File: src/rtl/pd_switch_responder.sv
// pd_switch_responder: AON-side power-domain responder. Answers the controller's
// hw_sleep / pwr_on handshakes, steps the daisy-chained power-switch enables down
// and up one stage at a time, and (when PD_SEQ_CHECK_EN is defined) flags
// iso/ret/rstn/clk_en ordering violations on a sticky error output.
// Default build (PD_SEQ_CHECK_EN undefined): checker absent, o_seq_err tied low.
module pd_switch_responder #(
  parameter int N_SW_STAGES  = 4,
  parameter int SW_STAGE_DLY = 3,
  parameter int SETTLE_CYC   = 2
) (
  input  logic                   i_aon_clk,
  input  logic                   i_soc_pwr_on_rst,
  input  logic                   i_hw_sleep_req,
  input  logic                   i_pd_idle,
  output logic                   o_hw_sleep_ack,
  input  logic                   i_pwr_on_req,
  output logic                   o_pwr_on_ack,
  input  logic                   i_iso,
  input  logic                   i_ret,
  input  logic                   i_rstn,
  input  logic                   i_clk_en,
  output logic [N_SW_STAGES-1:0] o_sw_en,
  output logic [2:0]             o_pd_state,
  output logic                   o_seq_err
);

  localparam int CNT_MAX = (SW_STAGE_DLY > SETTLE_CYC) ? SW_STAGE_DLY : SETTLE_CYC;
  localparam int CNT_W   = $clog2(CNT_MAX + 1);

  localparam logic [CNT_W-1:0]       CNT_SAT     = CNT_W'(CNT_MAX);
  localparam logic [CNT_W-1:0]       STEP_LAST   = CNT_W'(SW_STAGE_DLY - 1);
  localparam logic [CNT_W-1:0]       SETTLE_LAST = CNT_W'((SETTLE_CYC > 0) ? SETTLE_CYC - 1 : 0);
  localparam logic [N_SW_STAGES-1:0] SW_ALL      = '1;
  localparam logic [N_SW_STAGES-1:0] SW_FIRST    = N_SW_STAGES'(1);

  typedef enum logic [2:0] {
    ST_ON       = 3'd0,
    ST_SLP_WAIT = 3'd1,
    ST_SLP_ACK  = 3'd2,
    ST_SW_OFF   = 3'd3,
    ST_OFF      = 3'd4,
    ST_SW_ON    = 3'd5,
    ST_ON_ACK   = 3'd6
  } state_t;

  state_t           state;
  logic [CNT_W-1:0] cnt;
  logic             off_seq_done;

  // Step counter never wraps: it parks at its maximum value.
  function automatic logic [CNT_W-1:0] cnt_inc(input logic [CNT_W-1:0] c);
    return (c == CNT_SAT) ? c : c + CNT_W'(1);
  endfunction

  // Thermometer step up: bit0 is the first switch turned on.
  function automatic logic [N_SW_STAGES-1:0] sw_up(input logic [N_SW_STAGES-1:0] sw);
    return (sw << 1) | SW_FIRST;
  endfunction

  // Thermometer step down: the highest enabled switch goes off first.
  function automatic logic [N_SW_STAGES-1:0] sw_down(input logic [N_SW_STAGES-1:0] sw);
    return sw >> 1;
  endfunction

  // Controller has finished the power-down control sequence.
  assign off_seq_done = !i_clk_en && i_iso && i_ret && !i_rstn;
  assign o_pd_state   = state;

  // Handshake FSM with registered acks and switch enables; the ramps run on the step counter.
  always_ff @(posedge i_aon_clk or posedge i_soc_pwr_on_rst) begin
    if (i_soc_pwr_on_rst) begin
      state          <= ST_ON;
      o_sw_en        <= SW_ALL;
      o_hw_sleep_ack <= 1'b0;
      o_pwr_on_ack   <= 1'b0;
      cnt            <= '0;
    end else begin
      case (state)
        ST_ON: begin
          if (i_hw_sleep_req) state <= ST_SLP_WAIT;
        end
        ST_SLP_WAIT: begin
          if (!i_hw_sleep_req) begin
            state <= ST_ON;
          end else if (i_pd_idle) begin
            state          <= ST_SLP_ACK;
            o_hw_sleep_ack <= 1'b1;
          end
        end
        ST_SLP_ACK: begin
          if (!i_hw_sleep_req) begin
            state          <= ST_ON;
            o_hw_sleep_ack <= 1'b0;
          end else if (off_seq_done) begin
            state <= ST_SW_OFF;
            cnt   <= '0;
          end
        end
        ST_SW_OFF: begin
          // Once started the down-ramp always completes, even if power-on is requested.
          if (cnt == STEP_LAST) begin
            o_sw_en <= sw_down(o_sw_en);
            cnt     <= '0;
            if (o_sw_en == SW_FIRST) state <= ST_OFF;
          end else begin
            cnt <= cnt_inc(cnt);
          end
        end
        ST_OFF: begin
          if (i_pwr_on_req) begin
            state          <= ST_SW_ON;
            o_hw_sleep_ack <= 1'b0;
            cnt            <= '0;
          end else begin
            o_hw_sleep_ack <= i_hw_sleep_req;
          end
        end
        ST_SW_ON: begin
          if (o_sw_en != SW_ALL) begin
            if (cnt == STEP_LAST) begin
              o_sw_en <= sw_up(o_sw_en);
              cnt     <= '0;
              if ((sw_up(o_sw_en) == SW_ALL) && (SETTLE_CYC == 0)) begin
                state        <= ST_ON_ACK;
                o_pwr_on_ack <= 1'b1;
              end
            end else begin
              cnt <= cnt_inc(cnt);
            end
          end else if (cnt == SETTLE_LAST) begin
            // All stages on and the rail has had its settle time.
            state        <= ST_ON_ACK;
            o_pwr_on_ack <= 1'b1;
          end else begin
            cnt <= cnt_inc(cnt);
          end
        end
        ST_ON_ACK: begin
          if (!i_pwr_on_req) begin
            state        <= ST_ON;
            o_pwr_on_ack <= 1'b0;
          end
        end
        default: state <= ST_ON;
      endcase
    end
  end

`ifdef PD_SEQ_CHECK_EN
  logic rail_down;
  logic bad_down;
  logic bad_up;

  assign rail_down = (state == ST_SW_OFF) || (state == ST_OFF) || (state == ST_SW_ON);
  assign bad_down  = rail_down && (i_clk_en || !i_iso || i_rstn);
  assign bad_up    = (state == ST_ON) && (i_iso || !i_rstn) && (o_sw_en != SW_ALL);

  // Sticky ordering-violation flag, cleared only by reset.
  always_ff @(posedge i_aon_clk or posedge i_soc_pwr_on_rst) begin
    if (i_soc_pwr_on_rst) begin
      o_seq_err <= 1'b0;
    end else if (bad_down || bad_up) begin
      o_seq_err <= 1'b1;
    end
  end
`else
  assign o_seq_err = 1'b0;
`endif

endmodule

File: config.mk
export PLATFORM = sky130hd
export DESIGN_NAME = pd_switch_responder
export DESIGN_NICKNAME = d
export VERILOG_FILES = /design/src/rtl/pd_switch_responder.sv
export SDC_FILE = /design/constraint.sdc
export NUM_CORES = 1
export LEC_CHECK = 0
export CAP_MARGIN = 20
export CELL_PAD_IN_SITES_DETAIL_PLACEMENT = 1
export CELL_PAD_IN_SITES_GLOBAL_PLACEMENT = 1
export CORE_ASPECT_RATIO = 1.1
export CORE_UTILIZATION = 39
export DETAILED_ROUTE_END_ITERATION = 6
export GPL_ROUTABILITY_DRIVEN = 0
export PLACE_DENSITY_LB_ADDON = 0.3
export SETUP_SLACK_MARGIN = 0.2
export SYNTH_ARGS = -nofsm -noshare
export SYNTH_HDL_FRONTEND = slang
export SYNTH_SLANG_ARGS = --single-unit
File: constraint.sdc
create_clock -name i_aon_clk -period 2.9 [get_ports i_aon_clk]
set_input_delay 0.58 -clock i_aon_clk [delete_from_list [all_inputs] [get_ports i_aon_clk]]
set_output_delay 0.58 -clock i_aon_clk [all_outputs]
set_load 0.05 [all_outputs]
==> impl_metrics.env <==
export IMPL_status="finished, final reports clean"
export IMPL_post_cts_buffers=0
export IMPL_drv_cap=0
export IMPL_syn_avg_cell_area_um2=9.617
export IMPL_ys_ff_latch=11
export IMPL_crit_slowest_cell="clkdlybuf4s50_1"
export IMPL_routed_wl_um=2054
export IMPL_insertedDiodeCount=0
export IMPL_wl_per_cell_um=15.68
export IMPL_crit_start="o_pd_state[1]"
export IMPL_cp_num_buf_inv=1
export IMPL_finalCriticalPeriod_ns=2.357
export IMPL_grt_pass1_vias=752
export IMPL_start_util=0.4136
export IMPL_seq_area_frac_synth=0.3389
export IMPL_fmax_mhz=424.3
export IMPL_rr_endpoint="o_sw_en[0]"
export IMPL_yosys_area_top_type="dfrtp_1"
export IMPL_synth_nets=99
export IMPL_grt_pass1_wl_um=3539
export IMPL_path_max_fanout=13
export IMPL_setup_viol=0
export IMPL_worstSetupStartpointType="register"
export IMPL_synth_area_um2=827.0
export IMPL_ios=19
export IMPL_cts_hold_buffers=0
export IMPL_cts_path_max_buffers=2
export IMPL_setup_tns_final_ns=0
export IMPL_critical_path_depth=1
export IMPL_hold_class="register to register"
export IMPL_grt_max_degree=14
export IMPL_synth_cell_types=40
export IMPL_p_leak_nw=0.4225
export IMPL_post_route_util=0.5156
export IMPL_final_hold_viol_count=0
export IMPL_ant_nets=0
export IMPL_pwr_share_clk=0.151
export IMPL_netSwitchingFraction=0.4650
export IMPL_num_vias=725
export IMPL_cpLargestDelayFamily="buffers and inverters"
export IMPL_h_tree_depth=1
export IMPL_rsz0062_at_grt="false"
export IMPL_synth_area_top_cells="dfrtp_1, dfstp_2, mux2_4, ha_1, a21oi_1"
export IMPL_drc=0
export IMPL_portBuffers=17
export IMPL_holdWs_ns=0.5517
export IMPL_fin_skew_ns=0.003380
export IMPL_syn2layout_area_growth_pct=24.66
export IMPL_viasPerCell=5.534
export IMPL_yosys_area_top_type_share=0.2118
export IMPL_rows=17
export IMPL_min_period_over_period=0.8127
export IMPL_cts_repair_resized=0
export IMPL_crit_type="register to primary output"
export IMPL_layout_drive_gt1_share=0.1748
export IMPL_clock_sinks=11
export IMPL_cts_root_buf="clkbuf_4"
export IMPL_intPower_mw=0.3951
export IMPL_first_pass_iters=4
export IMPL_die_area_um2=2309
export IMPL_overflow=0
export IMPL_die_w_um=45.91
export IMPL_ir_drop_v=0.0004234
export IMPL_core_um2=1999
export IMPL_drv_slew=0
export IMPL_clk_latency_ns=0.28
export IMPL_grt_usage=0.2165
export IMPL_share_comb_of_total_power=0.530
export IMPL_dpl_hpwl_um=1562
export IMPL_die_h_um=50.30
export IMPL_seq_power_share=0.319
export IMPL_nFillCells=255
export IMPL_nets=117
export IMPL_min_path_cells=2
export IMPL_clk_pin_slew_worst_paths_ns=0.08
export IMPL_r2r_start="o_pd_state[1]"
export IMPL_powerDensity_nw_per_um2=716.3
export IMPL_synth_yosys_warnings=0
export IMPL_critPathMaxStageDelay_ns=0.89
export IMPL_antenna_found_initial=0
export IMPL_synthCells=86
export IMPL_worst_slew_pin_slew_ns=0.5142
export IMPL_end_kind="primary output"
export IMPL_reg2regPathDepth=4
export IMPL_yosys_most_used_dff="dfrtp_1"
export IMPL_cts_made_buffers=3
export IMPL_relSlewSlack=0.6562
export IMPL_cp_required_ns=2.32
export IMPL_r2r_slack_ns=1.24
export IMPL_crit_arrival_ns=1.78
export IMPL_cts_tree="built"
export IMPL_min_to="o_pwr_on_ack"
export IMPL_ys_top_cells_by_count="a21oi_1, dfrtp_1, nor2_1"
export IMPL_min_from="o_pwr_on_ack"
export IMPL_drt_iter0_markers=13
export IMPL_crit_chain="clkdlybuf4s50_1"
export IMPL_synth_edff_count=0
export IMPL_power_net_switching_mw=0.3434
export IMPL_synth_async_sr_flop_share=1.000
[cell usage in the layout (no fill, tap or decap), types with 2 or more instances in the layout]
cell	n
clkdlybuf4s50_1	17
nor2_1	7
a21oi_1	7
dfrtp_1	7
nand2b_1	4
mux2_4	4
inv_1	4
ha_1	4
dfstp_2	4
o21ai_0	3
nor3_1	3
clkbuf_4	3
o31ai_1	2
nor2b_1	2
a32oi_1	2
nand4_1	2
o211ai_1	2
nand3_1	2
mux2i_1	2
mux2_1	2
[worst max path at each step]
stage	slack [ns]	end
2_1_floorplan	1.12	o_sw_en[0]
3_3_place_gp	0.83	o_pd_state[1]
3_5_place_dp	0.79	o_pd_state[1]
4_1_cts	0.54	o_pd_state[1]
5_1_grt	0.47	o_pd_state[1]
6_report	0.54	o_pd_state[1]
[logic make-up (layout without fill, tap and decap cells)]
family	after synthesis	after routing	share of synthesized area
other	1	1	0.004534
AND/OR/NAND/NOR	29	29	0.2178
AO/OA/AOI/OAI	23	23	0.1891
flip-flops	11	11	0.3389
buffers and inverters	10	27	0.06503
multiplexers	8	8	0.1241
adder cells (fa/ha/maj)	4	4	0.06052
[area by class of cell]
class / count / area (um^2) / area share
inverter: 5 / 18.77 / 0.01820
timing repair buffer: 18 / 177.7 / 0.1723
multi-input combinational: 65 / 493.0 / 0.4782
sequential: 11 / 280.3 / 0.2718
tap: 28 / 35.03 / 0.03398
clock buffer: 4 / 26.28 / 0.02549
[state kept, by name (all words and copies together), names as in the netlist]
signal	flops
o_sw_en	4
o_pd_state	3
o_pwr_on_ack	1
cnt	2
o_hw_sleep_ack	1
[power by group through the flow]
stage / combinational, mW / clock [mW] / sequential (mW)
after floorplan: 0.230 / 0 / 0.285
after global placement: 0.385 / 0 / 0.236
after detailed placement: 0.392 / 0 / 0.239
after CTS: 0.394 / 0.113 / 0.236
after global routing: 0.435 / 0.116 / 0.244
final: 0.392 / 0.111 / 0.235
[metrics by stage]
stage                     std cells  area, um^2  worst slack (ns)  power (mW)
after floorplan                  86       827.0             1.118      0.5152
after global placement          127        1005            0.8307      0.6209
after detailed placement        127        1005            0.7919      0.6309
after CTS                       131        1031            0.5432      0.7432
after global routing            131        1031            0.4683      0.7959
final                           131        1031            0.5433      0.7385
[tightest hold or removal path: cells and delay by family (launching register included)]
kind | cells | cell delay, ns
DFF | 1 | 0.36
AOI/OAI and AO/OA | 1 | 0.05
and+or+nand+nor | 1 | 0.10
[per-layer routing]
metal | vias up | global-route usage | wire [um]
met5 | - | 0 | 0
met4 | 0 | 0.1275 | 48
met3 | 5 | 0.05036 | 85
met2 | 21 | 0.3216 | 971
met1 | 350 | 0.2777 | 948
li1 | 349 | - | -
(Power assumes the default switching activity.)
